==> config.mk <==
export PLATFORM = sky130hd
export DESIGN_NAME = mem_wb_pipe
export DESIGN_NICKNAME = d
export VERILOG_FILES = /design/src/rtl/mem_wb_pipe.sv
export SDC_FILE = /design/constraint.sdc
export NUM_CORES = 1
export LEC_CHECK = 0
export ABC_AREA = 1
export BUFFER_PORTS_ARGS = -buffer_cell sky130_fd_sc_hd__buf_2
export CORE_MARGIN = 2
export CORE_UTILIZATION = 25
export CTS_CLUSTER_SIZE = 20
export DETAILED_ROUTE_END_ITERATION = 7
export PLACE_DENSITY = 0.42
export SYNTH_ARGS = -nofsm -noshare
export SYNTH_HDL_FRONTEND = slang
export SYNTH_SLANG_ARGS = --single-unit
==> constraint.sdc <==
create_clock -name clk -period 1.8 [get_ports clk]
set_input_delay 0.18 -clock clk [delete_from_list [all_inputs] [get_ports clk]]
set_output_delay 0.18 -clock clk [all_outputs]
set_load 0.02 [all_outputs]
==> src/rtl/mem_wb_pipe.sv <==
// MEM/WB pipeline register with a one-entry skid buffer, write-back mux,
// forwarding taps and a committed register-write counter.
module mem_wb_pipe #(
    parameter int DATA_W    = 32,
    parameter int RA_W      = 5,
    parameter int CNT_W     = 16,
    parameter int ZERO_KILL = 1
) (
    input  logic              clk,
    input  logic              rst,
    input  logic              in_valid,
    output logic              in_ready,
    input  logic              flush,
    input  logic [DATA_W-1:0] read_data_in,
    input  logic [DATA_W-1:0] alu_res_in,
    input  logic [RA_W-1:0]   rd_addr_in,
    input  logic              reg_write_in,
    input  logic              mem_to_reg_in,
    output logic              out_valid,
    input  logic              out_ready,
    output logic [DATA_W-1:0] read_data_out,
    output logic [DATA_W-1:0] alu_res_out,
    output logic [RA_W-1:0]   rd_addr_out,
    output logic              reg_write_out,
    output logic              mem_to_reg_out,
    output logic [DATA_W-1:0] wb_data,
    output logic              fwd_valid,
    output logic [RA_W-1:0]   fwd_addr,
    output logic [DATA_W-1:0] fwd_data,
    output logic [CNT_W-1:0]  wb_count
);

    typedef enum logic [1:0] {EMPTY, ONE, TWO} state_t;

    state_t            state;
    logic [DATA_W-1:0] m_rdata, m_alu, s_rdata, s_alu;
    logic [RA_W-1:0]   m_rd, s_rd;
    logic              m_rw, m_m2r, s_rw, s_m2r;
    logic              accept, pop, cap_rw;

    assign in_ready  = !rst && (state != TWO);
    assign out_valid = (state != EMPTY);
    assign accept    = in_valid && in_ready;
    assign pop       = out_valid && out_ready;

    // Writes to r0 are architecturally dead, so drop the write enable at capture.
    assign cap_rw = reg_write_in && !((ZERO_KILL != 0) && (rd_addr_in == '0));

    always_ff @(posedge clk) begin
        if (rst) begin
            state    <= EMPTY;
            m_rdata  <= '0;
            m_alu    <= '0;
            m_rd     <= '0;
            m_rw     <= 1'b0;
            m_m2r    <= 1'b0;
            s_rdata  <= '0;
            s_alu    <= '0;
            s_rd     <= '0;
            s_rw     <= 1'b0;
            s_m2r    <= 1'b0;
            wb_count <= '0;
        end else begin
            // A pop completes even when flush lands in the same cycle.
            if (pop && m_rw)
                wb_count <= wb_count + CNT_W'(1);

            if (flush) begin
                state <= EMPTY;
            end else begin
                case (state)
                    EMPTY: begin
                        if (accept) begin
                            m_rdata <= read_data_in;
                            m_alu   <= alu_res_in;
                            m_rd    <= rd_addr_in;
                            m_rw    <= cap_rw;
                            m_m2r   <= mem_to_reg_in;
                            state   <= ONE;
                        end
                    end
                    ONE: begin
                        if (accept && pop) begin
                            m_rdata <= read_data_in;
                            m_alu   <= alu_res_in;
                            m_rd    <= rd_addr_in;
                            m_rw    <= cap_rw;
                            m_m2r   <= mem_to_reg_in;
                        end else if (accept) begin
                            s_rdata <= read_data_in;
                            s_alu   <= alu_res_in;
                            s_rd    <= rd_addr_in;
                            s_rw    <= cap_rw;
                            s_m2r   <= mem_to_reg_in;
                            state   <= TWO;
                        end else if (pop) begin
                            state <= EMPTY;
                        end
                    end
                    TWO: begin
                        if (pop) begin
                            m_rdata <= s_rdata;
                            m_alu   <= s_alu;
                            m_rd    <= s_rd;
                            m_rw    <= s_rw;
                            m_m2r   <= s_m2r;
                            state   <= ONE;
                        end
                    end
                    default: state <= EMPTY;
                endcase
            end
        end
    end

    assign read_data_out  = m_rdata;
    assign alu_res_out    = m_alu;
    assign rd_addr_out    = m_rd;
    assign reg_write_out  = m_rw;
    assign mem_to_reg_out = m_m2r;
    assign wb_data        = m_m2r ? m_rdata : m_alu;
    assign fwd_valid      = out_valid && m_rw;
    assign fwd_addr       = m_rd;
    assign fwd_data       = wb_data;

endmodule

==> results.md, run 1 <==
- Final period utilization: 97.63%
- R2R cell count: 8
- Worst EP required: 1.62 ns
- Post-layout min period: 1.757 ns
- Mapped Area: ~7500 µm²
- WHS: 0.02226 ns
- Initial antenna violation count: 3
- Syn_nets: 1,154
- GRT Total Usage: 16.06%
- Layout cell share with drive strength beyond 1: 27.02%
- Placed wire-length estimate: 16,420 µm
- PnR worst setup slack: roughly 0.043 ns
- Core area: 29,640 µm²
- Largest net degree at the start of global routing: 83
- Cts bufs inserted: 17
- Yosys warns: 0
- Power per standard cell area: around 850 nW/µm²
- CP Max Fanout: 7
- CP Launch Type: flip-flop
- F_max: 569.1 MHz
- Endpoints failing setup: 0
- Post-Route WL: between 20,000 and 30,000 µm
- Crit path capture type: output pin
- Crit path kind: reg -> out
- Hold path depth: 3
- Synth top cells by count: 243 x nand2_1, 170 x nor2_1, 160 x dfxtp_1
- CTS clk-pin slew, worst paths: 0.07 ns
- Hold Vio Cnt, Final: 0
- LEAKAGE: approximately 4.4 nW
- Area of the die: 31,490 µm²
- Top cells by area, synth: dfxtp_1 43%, nand2_1 12%, nor2_1 8.5%
- Site row count: 63
- Max Root-Sink Buffers: 2
- Fin. max-slew vios: 0
- Area leader, netlist: dfxtp_1
- Antenna-violating nets left: 0
- Max-cap violations: 0
- Total number of vias: 7,459
- Number of synthesized flops with an enable pin: 0
- DR pass1 iterations: 5
- Post-synth ARST share: 0%
- Sink Count: 160
- Fin nets: 1,337
- WP data arrival: between 1.5 and 2 ns
- Clk_skew: 0.01071 ns
- Initial core utilization: 25.38%
- Setup TNS: 0 ns
- Global-route wire length before repair: 39,010 µm
- Remaining Overflow, GRT: 0
- Most frequent cell after synthesis: nand2_1
- PortBufs: 234
- Vias in the first global route: 6,835
- Die Ht: around 180 µm
- Main synth FF type: dfxtp_1
- H-tree Lvls: 4
- WL/cell: 15.79 µm
- Peak supply drop: 0.5155 mV
- Least-Margin Pin Slew: ~0.41 ns
- Worst rel slew slack: 72.41%
- Worst min path class: in -> reg
- Layout area overhead: 29.76%
- 1st-iter DRT viols: 360
- Placement Setup Slack: ~0.11 ns
- Post-synth top area share: a little over two fifths
- Sequential element share of the synthesized area: 42.58%
- CTS tree: yes
- Drt via density: 4.477
- Die width: 177.5 µm
- Status: finished clean
- #FFs+latches synth: 160
- Placer's final routability congestion estimate: 0.7200
- Root buffer cell: clkbuf_16
- Clock network latency to the later pin of the worst-skew pair: around 0.43 ns
- Ports: approximately 240
- Post-Syn Instances: ~1,100
- DRC: 0
- RSZ-0062 raised after global routing: yes
- Syn Area/Cell: around 7.0 µm²
- Synth cell types: 26
- Post-layout util: 32.93%
[flip-flops by register name, indices dropped and copies added (netlist names), 2 cells and up]
signal	count
alu_res_out	32
read_data_out	32
s_alu	32
s_rdata	32
wb_count	16
fwd_addr	5
s_rd	5
state	2
[layout by cell type, fill, tap and decap left out, types with 2 or more instances in the layout]
master and instances:
clkinv_2 4, nor2_1 170, xor2_1 2, clkinvlp_4 2
nand3_1 77, nor3b_1 2, nor3_1 7, diode_2 3
o21ai_0 113, nand2_1 243, mux2_2 31, dlygate4sd3_1 8
nand2_4 2, clkbuf_16 20, buf_2 229, inv_1 55
buf_16 2, xnor2_1 2, dfxtp_1 159, buf_12 11
inv_2 6, inv_6 5, nand4_1 5, a21oi_1 80
o21ai_1 2, buf_4 19
[cell families after synthesis]
group | share of synthesized area, %
compound gates | 13.49
xor+xnor | 0.4658
fa+ha+maj | 0.1663
buf+inv | 11.18
flops | 42.58
mux | 4.790
simple gates | 27.33
[final timing paths]
path	to	slack (ns)	start
hold reg to reg	read_data_out[28]	0.48	read_data_out[28]
hold / removal	s_alu[12]	0.02	alu_res_in[12]
setup / recovery	fwd_data[4]	0.04	mem_to_reg_out
setup reg to reg	alu_res_out[7]	0.12	state[0]
[what timing repair did]
action                                 CTS  global route
hold buffers                             8             0
setup endpoints to repair               61           203
endpoints found under the hold margin    8             0
gates cloned                             1             3
resized for setup                        4            15
setup buffers                            0             1
[per-layer routing]
layer	part of all wire, %	GRT usage, %
met5	0.027	0
met4	0.84	4.303
met3	4.6	3.449
met2	48	26.24
met1	47	21.35
[area by class of cell]
cell class              instances  area [µm²]
diodes                          3       7.507
clock buffers                  18       439.2
clock inverters                14       128.9
fillers                      3355       19880
inverters                      62       245.2
multi-input cells             746        3515
flip-flops and latches        160        3207
well taps                     390       488.0
repair buffers                273        1730
[worst max-delay path, stage by stage, from the launching register on]
cell,delay [ns]
dfxtp_4,0.43
clkbuf_16,0.21
mux2_2,0.35
buf_2,0.16
[report_power, final]
group | switching, mW | total [mW] | internal, mW | leakage [nW]
sequential | 0.0787 | 3.71 | 3.63 | 1.30
combinational | 0.645 | 1.03 | 0.389 | 2.81
clock | 1.61 | 3.58 | 1.97 | 0.280
[through the flow]
stage	cells	power, mW	area [µm²]
2_1_floorplan	1077	4.408	7522
6_report	1666	8.319	9761
5_1_grt	1665	8.714	9758
4_1_cts	1659	8.425	9620
3_3_place_gp	1619	4.780	8939
3_5_place_dp	1619	4.780	8939
Power figures use the tool's default switching activity.
==> inputs of run 2 (changes only) <==
--- a/config.mk
+++ b/config.mk
@@ -11,6 +11,7 @@
 export CORE_UTILIZATION = 25
 export CTS_CLUSTER_SIZE = 20
 export DETAILED_ROUTE_END_ITERATION = 7
+export MAX_ROUTING_LAYER = met4
 export PLACE_DENSITY = 0.42
 export SYNTH_ARGS = -nofsm -noshare
 export SYNTH_HDL_FRONTEND = slang
==> run 2 against run 1 <==
Against the previous run:
- non-clock buffer count is 2 higher
- clock power hardly changed
- sequential power hardly changed
- sequential cell count unchanged
- clock skew is 0.00072 ns higher
- die area unchanged
- hold slack better by 0.00054 ns
- count of clock-buffer cells in the layout stayed put
- via count is 0.66% higher
- combinational power is essentially flat
- critical path depth unchanged
- critical path type unchanged
- global-route usage increased by 0.49 points
==> results.md, run 2 (same netlist as run 1, synthesis figures left out) <==
- Drt via density: 4.499 (was 4.477)
- Placer's final routability congestion estimate: 0.7284 (was 0.7200)
- Antenna-violating nets left: 0 (unchanged)
- Die width: 177.5 µm (unchanged)
- Fin. max-slew vios: 0 (unchanged)
- Endpoints failing setup: 0 (unchanged)
- Sw frac: 28.12% (was 28.09%)
- H-tree Lvls: 4 (unchanged)
- Post-layout min period: 1.766 ns (was 1.757 ns)
- Layout cell share with drive strength beyond 1: 27.14% (was 27.02%)
- Critical-path top delay cell: dfxtp_4 (unchanged)
- Crit path capture type: output pin (unchanged)
- CP Max Fanout: 7 (unchanged)
- Root buffer cell: clkbuf_16 (unchanged)
- Cell family with most CP delay: flip-flops (unchanged)
- Total number of vias: 7,508 (was 7,459)
- Worst EP required: 1.62 ns (about the same)
- Area of the die: 31,490 µm² (unchanged)
- RSZ-0062 raised after global routing: yes (unchanged)
- CTS tree: yes (unchanged)
- Core area: 29,640 µm² (unchanged)
- CP Launch Type: flip-flop (unchanged)
- Worst path cell trace: clkbuf_16 -> mux2_2 -> buf_2 (unchanged)
- Most frequent cells in the layout: 243 x nand2_1, 230 x buf_2, 170 x nor2_1 (was 243 x nand2_1, 229 x buf_2, 170 x nor2_1)
- Power Internal: 5.990 mW (was 5.982 mW)
- Layout area overhead: 30.24% (was 29.76%)
- DR pass1 iterations: 4 (was 5)
- Clk_skew: 0.01143 ns (was 0.01071 ns)
- WHS: 0.02280 ns (was 0.02226 ns)
- Most common cell after layout, fill and taps aside: nand2_1 (unchanged)
- Final period utilization: 98.10% (was 97.63%)
- LEAKAGE: 4.404 nW (was 4.384 nW)
- Site row count: 63 (unchanged)
- F_max: 566.3 MHz (was 569.1 MHz)
- Cell count along the critical path: 3 (unchanged)
- Setup TNS: 0 ns (unchanged)
- Clk pwr share: 42.9% (was 43.0%)
- Initial core utilization: 25.38% (unchanged)
- Peak supply drop: 0.5144 mV (was 0.5155 mV)
- Ports: 235 (unchanged)
- Sw Pwr: 2.343 mW (was 2.337 mW)
- GRT Total Usage: 16.55% (was 16.06%)
- Comb pwr share: 12.6% (was 12.4%)
- Global-route wire length before repair: 39,010 µm (about the same)
- Least-Margin Pin Slew: 0.4087 ns (was 0.4138 ns)
- Max Root-Sink Buffers: 2 (unchanged)
- Crit path kind: reg -> out (unchanged)
- Power per standard cell area: 850.6 nW/µm² (was 852.3 nW/µm²)
- Fin nets: 1,339 (was 1,337)
- Max stage delay on crit path: 0.44 ns (was 0.43 ns)
- Cts bufs inserted: 17 (unchanged)
- Placed wire-length estimate: 16,420 µm (unchanged)
- WL/cell: 16.13 µm (was 15.79 µm)
- 1st-iter DRT viols: 371 (was 360)
- Status: finished clean (unchanged)
- Post-layout util: 33.05% (was 32.93%)
- Clock network latency to the later pin of the worst-skew pair: 0.43 ns (about the same)
- Max-cap violations: 0 (unchanged)
- Vias in the first global route: 6,832 (was 6,835)
- Post-Route WL: 26,920 µm (was 26,300 µm)
- Hold path depth: 3 (unchanged)
- Sink Count: 160 (unchanged)
- Largest net degree at the start of global routing: 83 (unchanged)
- Worst rel slew slack: 72.75% (was 72.41%)
- Sequential Power Share: 44.5% (was 44.6%)
- Initial antenna violation count: 3 (unchanged)
- WP data arrival: 1.59 ns (was 1.58 ns)
- PortBufs: 234 (unchanged)
- Hold Vio Cnt, Final: 0 (unchanged)
- DRC: 0 (unchanged)
- Worst min path class: in -> reg (unchanged)
- Remaining Overflow, GRT: 0 (unchanged)
- CTS clk-pin slew, worst paths: 0.07 ns (about the same)
- WP buf/inv: 2 (unchanged)
- Die Ht: 177.5 µm (unchanged)
- R2R cell count: 8 (unchanged)
## run 2: cell types whose count changed in the layout (fill, tap and decap cells not counted)
cell	change
clkbuf_16	+1
buf_6	+1
buf_2	+1
diode_2	+1
buf_4	-1
## run 2: worst register-to-register path, cell delays in order (launching register included)
cell,delay (ns)
dfxtp_1,0.40
inv_2,0.08
nand2_4,0.12
nand3_4,0.13
a21oi_4,0.29
nand2_4,0.15
clkbuf_16,0.24
nor2_1,0.13
nor2_1,0.05
## run 2: cell type report
class                      count  area, µm²
fill                        3353      19840
multi-input combinational    746       3515
clock buffer                  18      439.2
sequential                   160       3207
antenna                        4      10.01
clock inverter                14      128.9
inverter                      62      245.2
tap                          390      488.0
timing repair buffer         275       1764
## run 2: final timing paths
check        slack (ns)              start                end
max                0.03     mem_to_reg_out        fwd_data[4]
min reg2reg        0.48  read_data_out[26]  read_data_out[26]
min                0.02     alu_res_in[12]          s_alu[12]
max reg2reg        0.12           state[0]      reg_write_out
## run 2: per-stage QoR
stage | setup WS (ns) | std cells | instance area (µm²) | total power [mW]
after global routing | -0.01015 | 1668 | 9794 | 8.734
after detailed placement | 0.1132 | 1619 | 8939 | 4.780
final | 0.03414 | 1669 | 9797 | 8.333
after floorplan | 0.001920 | 1077 | 7522 | 4.408
after global placement | 0.1315 | 1619 | 8939 | 4.780
after CTS | -0.01585 | 1659 | 9620 | 8.425
## run 2: metal layers
metal / global-route usage [%] / part of all wire (%) / up-vias
met4: 5.020 / 1.4 / 0
met5: - / 0 / -
met2: 26.37 / 48 / 180
met3: 3.021 / 4.5 / 16
met1: 21.29 / 46 / 3498
li1: - / - / 3814
## run 2: timing repair
item | in CTS | in global routing
hold endpoints to repair | 8 | 0
pin swaps | 0 | 0
setup endpoints to repair | 61 | 203
setup buffers | 0 | 1
gates cloned | 1 | 5
hold buffers | 8 | 0
gates resized for setup | 4 | 14
## run 2: power groups by stage
stage / sequential, mW / combinational (mW) / clock [mW]
floorplan: 3.85 / 0.560 / 0
finish: 3.71 / 1.05 / 3.57
global route: 3.72 / 1.16 / 3.86
CTS: 3.71 / 1.02 / 3.70
global placement: 3.79 / 0.992 / 0
detailed placement: 3.79 / 0.992 / 0
